==> src/rtl/div_unit_if.sv <==
// rtl/div_unit_if.sv - request/result bundle between the EX stage and the divider
// Signals:
//   signed_div_i  1 = DIV (two's complement), 0 = DIVU
//   opdata1_i     dividend
//   opdata2_i     divisor
//   start_i       request, held by EX until ready_o is seen
//   annul_i       cancel an in-flight divide
//   result_o      {remainder, quotient}
//   ready_o       result_o valid
// Modports: master = EX stage side, slave = divider side.
interface div_unit_if #(
    parameter int WIDTH = 32
);
    logic                 signed_div_i;
    logic [WIDTH-1:0]     opdata1_i;
    logic [WIDTH-1:0]     opdata2_i;
    logic                 start_i;
    logic                 annul_i;
    logic [2*WIDTH-1:0]   result_o;
    logic                 ready_o;

    modport master (
        output signed_div_i, opdata1_i, opdata2_i, start_i, annul_i,
        input  result_o, ready_o
    );

    modport slave (
        input  signed_div_i, opdata1_i, opdata2_i, start_i, annul_i,
        output result_o, ready_o
    );
endinterface

==> src/rtl/div_unit.sv <==
// rtl/div_unit.sv - multi-cycle radix-2 restoring divider for DIV/DIVU
// Ports:
//   clk      system clock, all state updates on the rising edge
//   rst      synchronous active-high reset
//   div_bus  div_unit_if.slave: operands, start/annul request, registered
//            {remainder, quotient} result and ready flag
// One quotient bit is produced per clock on operand magnitudes; the signs
// are reapplied in the final cycle before the result is loaded.
module div_unit #(
    parameter int WIDTH = 32,
    parameter int CNT_W = 6
) (
    input  logic       clk,
    input  logic       rst,
    div_unit_if.slave  div_bus
);

    typedef enum logic [1:0] {
        S_FREE,
        S_BYZERO,
        S_ON,
        S_END
    } state_t;

    localparam logic [WIDTH-1:0] ZERO    = '0;
    localparam logic [CNT_W-1:0] CNT_MAX = CNT_W'(WIDTH);
    localparam logic [CNT_W-1:0] CNT_ONE = CNT_W'(1);

    state_t               state, state_n;
    logic [CNT_W-1:0]     cnt, cnt_n;
    logic [WIDTH-1:0]     rem, rem_n;        // running partial remainder
    logic [WIDTH-1:0]     quo, quo_n;        // dividend bits out, quotient bits in
    logic [WIDTH-1:0]     dsr, dsr_n;        // divisor magnitude
    logic                 neg_q, neg_q_n;
    logic                 neg_r, neg_r_n;
    logic [2*WIDTH-1:0]   result, result_n;
    logic                 ready, ready_n;

    logic                 op1_neg, op2_neg;
    logic [WIDTH-1:0]     abs1, abs2;
    logic [WIDTH:0]       shifted, diff;

    // Negating 0x80000000 yields 0x80000000, read as unsigned 2^31.
    assign op1_neg = div_bus.signed_div_i & div_bus.opdata1_i[WIDTH-1];
    assign op2_neg = div_bus.signed_div_i & div_bus.opdata2_i[WIDTH-1];
    assign abs1    = op1_neg ? ZERO - div_bus.opdata1_i : div_bus.opdata1_i;
    assign abs2    = op2_neg ? ZERO - div_bus.opdata2_i : div_bus.opdata2_i;

    // The remainder stays below the divisor, so WIDTH+1 bits suffice and
    // the top bit of the difference is a clean "borrow, restore" flag.
    assign shifted = {rem, quo[WIDTH-1]};
    assign diff    = shifted - {1'b0, dsr};

    always_ff @(posedge clk) begin
        if (rst) begin
            state  <= S_FREE;
            cnt    <= '0;
            rem    <= '0;
            quo    <= '0;
            dsr    <= '0;
            neg_q  <= 1'b0;
            neg_r  <= 1'b0;
            result <= '0;
            ready  <= 1'b0;
        end else begin
            state  <= state_n;
            cnt    <= cnt_n;
            rem    <= rem_n;
            quo    <= quo_n;
            dsr    <= dsr_n;
            neg_q  <= neg_q_n;
            neg_r  <= neg_r_n;
            result <= result_n;
            ready  <= ready_n;
        end
    end

    always_comb begin
        state_n  = state;
        cnt_n    = cnt;
        rem_n    = rem;
        quo_n    = quo;
        dsr_n    = dsr;
        neg_q_n  = neg_q;
        neg_r_n  = neg_r;
        result_n = result;
        ready_n  = ready;

        case (state)
            S_FREE: begin
                result_n = '0;
                ready_n  = 1'b0;
                if (div_bus.start_i && !div_bus.annul_i) begin
                    state_n = (div_bus.opdata2_i == ZERO) ? S_BYZERO : S_ON;
                    cnt_n   = '0;
                    rem_n   = '0;
                    quo_n   = abs1;
                    dsr_n   = abs2;
                    neg_q_n = op1_neg ^ op2_neg;
                    neg_r_n = op1_neg;
                end
            end
            S_BYZERO: begin
                state_n  = S_END;
                result_n = '0;
                ready_n  = 1'b1;
            end
            S_ON: begin
                if (div_bus.annul_i) begin
                    state_n  = S_FREE;
                    result_n = '0;
                    ready_n  = 1'b0;
                end else if (cnt != CNT_MAX) begin
                    rem_n = diff[WIDTH] ? shifted[WIDTH-1:0] : diff[WIDTH-1:0];
                    quo_n = {quo[WIDTH-2:0], ~diff[WIDTH]};
                    cnt_n = cnt + CNT_ONE;
                end else begin
                    state_n  = S_END;
                    result_n = {neg_r ? ZERO - rem : rem,
                                neg_q ? ZERO - quo : quo};
                    ready_n  = 1'b1;
                end
            end
            S_END: begin
                if (!div_bus.start_i) begin
                    state_n  = S_FREE;
                    result_n = '0;
                    ready_n  = 1'b0;
                end
            end
            default: begin
                state_n  = S_FREE;
                result_n = '0;
                ready_n  = 1'b0;
            end
        endcase
    end

    assign div_bus.result_o = result;
    assign div_bus.ready_o  = ready;

endmodule

==> src/flat_wrapper.sv <==
// flat-port wrapper written by rule: the top's interface ports become plain ports
module div_unit_flat 
#(
    parameter int WIDTH = 32,
    parameter int CNT_W = 6
)
  (clk, rst, div_bus_signed_div_i, div_bus_opdata1_i, div_bus_opdata2_i, div_bus_start_i, div_bus_annul_i, div_bus_result_o, div_bus_ready_o);
  div_unit_if #(.WIDTH(WIDTH)) div_bus_i ();
  input  logic clk;
  input  logic rst;
  input wire logic [$bits(div_bus_i.signed_div_i)-1:0] div_bus_signed_div_i;
  input wire logic [$bits(div_bus_i.opdata1_i)-1:0] div_bus_opdata1_i;
  input wire logic [$bits(div_bus_i.opdata2_i)-1:0] div_bus_opdata2_i;
  input wire logic [$bits(div_bus_i.start_i)-1:0] div_bus_start_i;
  input wire logic [$bits(div_bus_i.annul_i)-1:0] div_bus_annul_i;
  output wire logic [$bits(div_bus_i.result_o)-1:0] div_bus_result_o;
  output wire logic [$bits(div_bus_i.ready_o)-1:0] div_bus_ready_o;
  assign div_bus_i.signed_div_i = div_bus_signed_div_i;
  assign div_bus_i.opdata1_i = div_bus_opdata1_i;
  assign div_bus_i.opdata2_i = div_bus_opdata2_i;
  assign div_bus_i.start_i = div_bus_start_i;
  assign div_bus_i.annul_i = div_bus_annul_i;
  assign div_bus_result_o = div_bus_i.result_o;
  assign div_bus_ready_o = div_bus_i.ready_o;
  div_unit #(.WIDTH(WIDTH), .CNT_W(CNT_W)) u_core (.clk(clk), .rst(rst), .div_bus(div_bus_i));
endmodule
==> config.mk <==
export PLATFORM = sky130hd
export DESIGN_NAME = div_unit_flat
export DESIGN_NICKNAME = d
export VERILOG_FILES = /design/src/rtl/div_unit_if.sv /design/src/rtl/div_unit.sv /design/src/flat_wrapper.sv
export SDC_FILE = /design/constraint.sdc
export NUM_CORES = 1
export LEC_CHECK = 0
export CAP_MARGIN = 20
export CELL_PAD_IN_SITES_DETAIL_PLACEMENT = 1
export CELL_PAD_IN_SITES_GLOBAL_PLACEMENT = 2
export CORE_MARGIN = 2
export CORE_UTILIZATION = 33
export DETAILED_ROUTE_END_ITERATION = 16
export PLACE_DENSITY_LB_ADDON = 0.1
export REMOVE_ABC_BUFFERS = 1
export SYNTH_ARGS = -nofsm -noshare
export SYNTH_HDL_FRONTEND = slang
export SYNTH_SLANG_ARGS = --single-unit
==> constraint.sdc <==
create_clock -name clk -period 4.05 [get_ports clk]
set_clock_uncertainty 0.1 [all_clocks]
set_input_delay 0.81 -clock clk [delete_from_list [all_inputs] [get_ports clk]]
set_output_delay 0.81 -clock clk [all_outputs]
set_load 0.005 [all_outputs]
# After elaboration in Yosys (flattened, before gate mapping)
# Cells that the tools add are included.
# totals
regBits	171
inputBits	69
output_inout_bits	65
word_cells	69
# op_classes
addsub	6
eq_ne	9
n_mux	31
bitwise	4
n_reduce_logical	10
# ops
op	n
$mux 32	11
$mux 64	3
$pmux 64 s3	1
$pmux 32 s2	2
$sub 1x32->32 const A	4
$sub 33x32->33	1
$logic_not 32->1	1
$mux 6	3
$pmux 6 s2	1
$mux 2	5
$pmux 2 s4	1
$add 6x1->6 const B	1
$ne 6x6->1 const B	1
$eq 2x2->1 const B	2
$ne 2x1->1 const B	2
$ne 2x2->1 const B	2
$pmux 1 s4	1
$reduce_and 2->1	2
$reduce_and 4->1	1
$mux 1	3
$ne 3x3->1 const B	1
$reduce_and 3->1	1
$and 1x1->1	2
$eq 2x1->1 const B	1
7 further kinds	7

# Longest topological paths before layout
# depth
ltp_word	5
mapped_depth	14
mapped_depth_nobuf	13

# Worst setup path before layout
# No wires, ideal clock.
# synth_timing
path_kind	input to register
start	in div_bus_opdata1_i[4]
end	reg u_core.quo[28]
setup_time_ps	128
arrival_ps	2914
t_required_ps	3822
path_slack_ps	909
path_stages	10
path_buffers	0
path_cell_list	or4_1 nor3_1 nand2_1 nor2_1 nand2_1 nor4_1 a21oi_1 xor2_1 a222oi_1 nor2_1
# synth_between
elab_chain_len	4
# synth_rtl
item	line_no	rtl
start, declared	flat_wrapper.sv:12	input wire logic [$bits(div_bus_i.opdata1_i)-1:0] div_bus_opdata1_i;
$sub 1x32->32	div_unit.sv:46	assign abs1 = op1_neg ? ZERO - div_bus.opdata1_i : div_bus.opdata1_i;
$mux 32	div_unit.sv:46	
$mux 32	div_unit.sv:93	if (div_bus.start_i && !div_bus.annul_i) begin
$pmux 32 s2	div_unit.sv:89	case (state)
end signal, assigned	div_unit.sv:69	quo <= quo_n;
end, declared	div_unit.sv:32	logic [WIDTH-1:0] quo, quo_n;
# No other way between the ends. The select of a mux whose other input is x is not followed.
# A chain may end at the register's enable or synchronous reset.

# Final worst setup path
# layout_timing
start	reg u_core.quo[31]
end	reg u_core.rem[26]
# layout_between
elab_chain_len	5
# layout_rtl
item	line_no	rtl
$sub 33x32->33	div_unit.sv:52	assign diff = shifted - {1'b0, dsr};
$mux 32	div_unit.sv:114	rem_n = diff[WIDTH] ? shifted[WIDTH-1:0] : diff[WIDTH-1:0];
$mux 32	div_unit.sv:113	end else if (cnt != CNT_MAX) begin
$mux 32	div_unit.sv:109	if (div_bus.annul_i) begin
$pmux 32 s2	div_unit.sv:89	
end signal, assigned	div_unit.sv:68	rem <= rem_n;
end, declared	div_unit.sv:31	logic [WIDTH-1:0] rem, rem_n;
# No other way between the ends. The select of a mux whose other input is x is not followed.

==> metrics <==
outcome=complete, no violations; Startpoint Class=flip-flop; TritonCTS Buffers=17; HP Start=u_core.dsr[31]$_SDFFE_PP0P_; min Tclk post-route=between 3 and 4 ns; PD cells=around 440 mW/mm2; number of enable flip-flop cells after synthesis=0; total global routing overflow=0; Reg-to-Reg End=u_core.rem[26]$_SDFFE_PP0P_; Buf+Inv Stages, Crit Path=2; WL met2=~16000 um; pin count of the biggest net entering global routing=67; maxcap violations=0; vias=~10000; cells after synthesis=around 1300; Clock Path Buffers=2; post-synthesis cell type count=64; H-tree depth=4; DRT iter0 DRCs=roughly 760; share of cells above drive strength 1=0.0644; Leakage=between 4 and 5 nW; met1 wire length=17000 um; highest routed layer=met4; starting density of the core=0.334; leading cell type in the layout, fill and taps excluded=dfxtp_1; Req. time, crit path=4.28 ns; global-route wire length before repair=~56000 um; Total GRT Usage=0.209; R2R Setup Slk=about 0.54 ns; met3 WL=~1200 um; Setup Viol. Count Final=0; Seq/Total Area, Yosys=0.326; final worst path period share=0.868; DR pass1 iterations=6; width of the die=between 150 and 200 um; Cells on Worst Hold Path=2; Seq cells post-synth=between 150 and 200; vias in the first global route=a little over 10000; initial antenna violation count=0; Post-synth ARST share=0; Sink Count=roughly 170; IO Count=134; slew at the pin closest to its max-slew limit=0.861 ns; CP max stage delay=roughly 0.39 ns; Detailed Route WL=approximately 34000 um; Worst-path clk slew=around 0.07 ns; Area Overhead vs Synth=24.1%; Slew headroom=0.424; Worst VDD drop=0.315 mV; Die Height=between 150 and 200 um; slowest CP cell=fa_1; post-cts hold buffer count=0; highest clock rate=0.285 GHz; Avg WL per Cell=approximately 19 um; clock tree from TritonCTS=built; delay-heaviest family, CP=compound AO/OA/AOI/OAI gates; Final Max Tran Viols=0; CP Capture Type=flip-flop; area of the core=between 0.03 and 0.04 mm2; WP depth=14; nets@finish=approximately 1500; die area=approximately 0.033 mm2; Root Driver=clkbuf_16; final core occ=0.415; # rows=65; synthesized cell area=about 0.010 mm2; Register Area=about 0.0034 mm2; worst-path cell chain=inv_1, ha_1, fa_1, nor2b_1, o31ai_1, a31oi_1, buf_4, a31oi_1, o31ai_1, a21oi_1, o41ai_1, xnor2_1, o21ai_0, a22o_1; worst hold path class=flip-flop to flip-flop; CP Class=flip-flop to flip-flop; RSZ-0062 raised after global routing=false; Synth Area per Inst=around 8 um2; Multi-input gate area=~0.0065 mm2; Hold EP=u_core.dsr[31]$_SDFFE_PP0P_; cts repair resizes=0; antenna-violating nets left=0; most frequent cells in the layout=171 x dfxtp_1, 153 x nor2_1, 132 x clkdlybuf4s50_1, 108 x nand2_1, 99 x xnor2_1; GP Congestion=roughly 0.84; Synthesis Warnings=0; crit path max fanout=3; port buffer count=roughly 130; Post CTS Setup Buffer Count=0; DRC violation count after routing=0; Top FF cell, synth=dfxtp_1; fillers=about 3700; clk_lat worst skew=~0.44 ns; post-DP HPWL=between 20000 and 30000 um; diodes inserted=0; Worst Setup SP=u_core.quo[31]$_SDFFE_PP0P_; arrival time of the worst setup path=roughly 3.8 ns; final hold slack=0.356 ns; R2R depth=14; Hold Vio Cnt, Final=0; FF-to-FF Start=u_core.quo[31]$_SDFFE_PP0P_; Vias/cell=5.46
stage by stage:
stage	power, mW	cells	area, um2	setup TNS [ns]	worst slack [ns]
6_report	5.75	1847	13000	0	0.535
2_1_floorplan	3.24	1238	10200	-44.25	-0.774
3_3_place_gp	3.97	1815	12400	0	0.228
5_1_grt	6.14	1847	13000	0	0.216
3_5_place_dp	3.99	1815	12400	0	0.158
4_1_cts	5.81	1847	13000	0	0.493
state kept, by name (all words and copies together) (netlist names):
| register | flops |
|---|---|
| u_core.dsr | 32 |
| u_core.cnt | 6 |
| u_core.quo | 32 |
| u_core.neg_r | 1 |
| u_core.rem | 32 |
| u_core.div_bus.result_o | 64 |
| u_core.state | 2 |
| u_core.neg_q | 1 |
| u_core.div_bus.ready_o | 1 |
how the worst max path moves through the flow:
stage	to	slack [ns]
floorplan	u_core.dsr[12]$_SDFFE_PP0P_	-0.77
global placement	u_core.quo[28]$_SDFFE_PP0P_	0.23
detailed placement	u_core.quo[28]$_SDFFE_PP0P_	0.16
CTS	u_core.rem[26]$_SDFFE_PP0P_	0.49
global route	u_core.rem[26]$_SDFFE_PP0P_	0.22
finish	u_core.rem[26]$_SDFFE_PP0P_	0.54
worst register-to-register path, delay by kind of cell (launching register included):
family | cells | cell delay, ns
AND/OR/NAND/NOR | 1 | 0.21
adder cells (fa/ha/maj) | 2 | 0.61
AO/OA/AOI/OAI | 8 | 1.73
buffers and inverters | 2 | 0.26
XOR/XNOR | 1 | 0.17
flip-flops | 1 | 0.33
logic make-up (layout without fill, tap and decap cells):
family / Yosys count / after routing / synth area share
AO/OA/AOI/OAI: 405 / 405 / 0.264
XOR/XNOR: 149 / 149 / 0.124
adder cells (fa/ha/maj): 43 / 43 / 0.0520
buffers and inverters: 137 / 268 / 0.0531
flip-flops: 171 / 171 / 0.326
multiplexers: 4 / 4 / 0.00382
AND/OR/NAND/NOR: 405 / 405 / 0.177
metal layers:
layer	GRT usage	up-vias
li1	-	4988
met1	0.291	4884
met2	0.340	175
met3	0.0317	30
met4	0.0513	0
met5	0	-
cells in the mapped netlist (4+ instances only):
cell type	number	area (um2)
a211oi_1	30	225
a21o_1	5	37.5
a21oi_1	89	445
a222oi_1	29	290
a22o_1	39	342
a22oi_1	38	285
a31oi_1	7	43.8
and2_1	9	56.3
and3_1	6	37.5
clkbuf_1	68	255
dfxtp_1	171	3420
ha_1	42	526
inv_1	61	229
mux2i_1	4	40.0
nand2_1	108	405
nand2b_1	10	62.6
nand3_1	21	105
nand3b_1	7	52.6
nand4_1	7	43.8
nor2_1	156	586
nor2b_1	7	43.8
nor3_1	32	160
nor4_1	11	68.8
o21a_1	6	45.0
o21ai_0	88	440
o21bai_1	6	45.0
o31ai_1	26	195
o41ai_1	13	114
or3_1	13	81.3
or4_1	5	37.5
xnor2_1	99	867
xor2_1	50	438
power by group:
group	total [mW]	leakage, nW	internal (mW)	switching (mW)
clock network	1.80	0.288	1.05	0.747
registers	1.94	1.38	1.81	0.129
logic	2.01	3.22	0.788	1.22
total	5.75	4.90	3.65	2.10
area by class of cell:
cell class,instances,area share
multi-input cells,1006,0.503
flip-flops and latches,171,0.263
well taps,402,0.0386
repair buffers,175,0.129
clock buffers,19,0.0340
inverters,61,0.0176
clock inverters,13,0.0147
No activity file was read; power rests on OpenSTA's default activity.
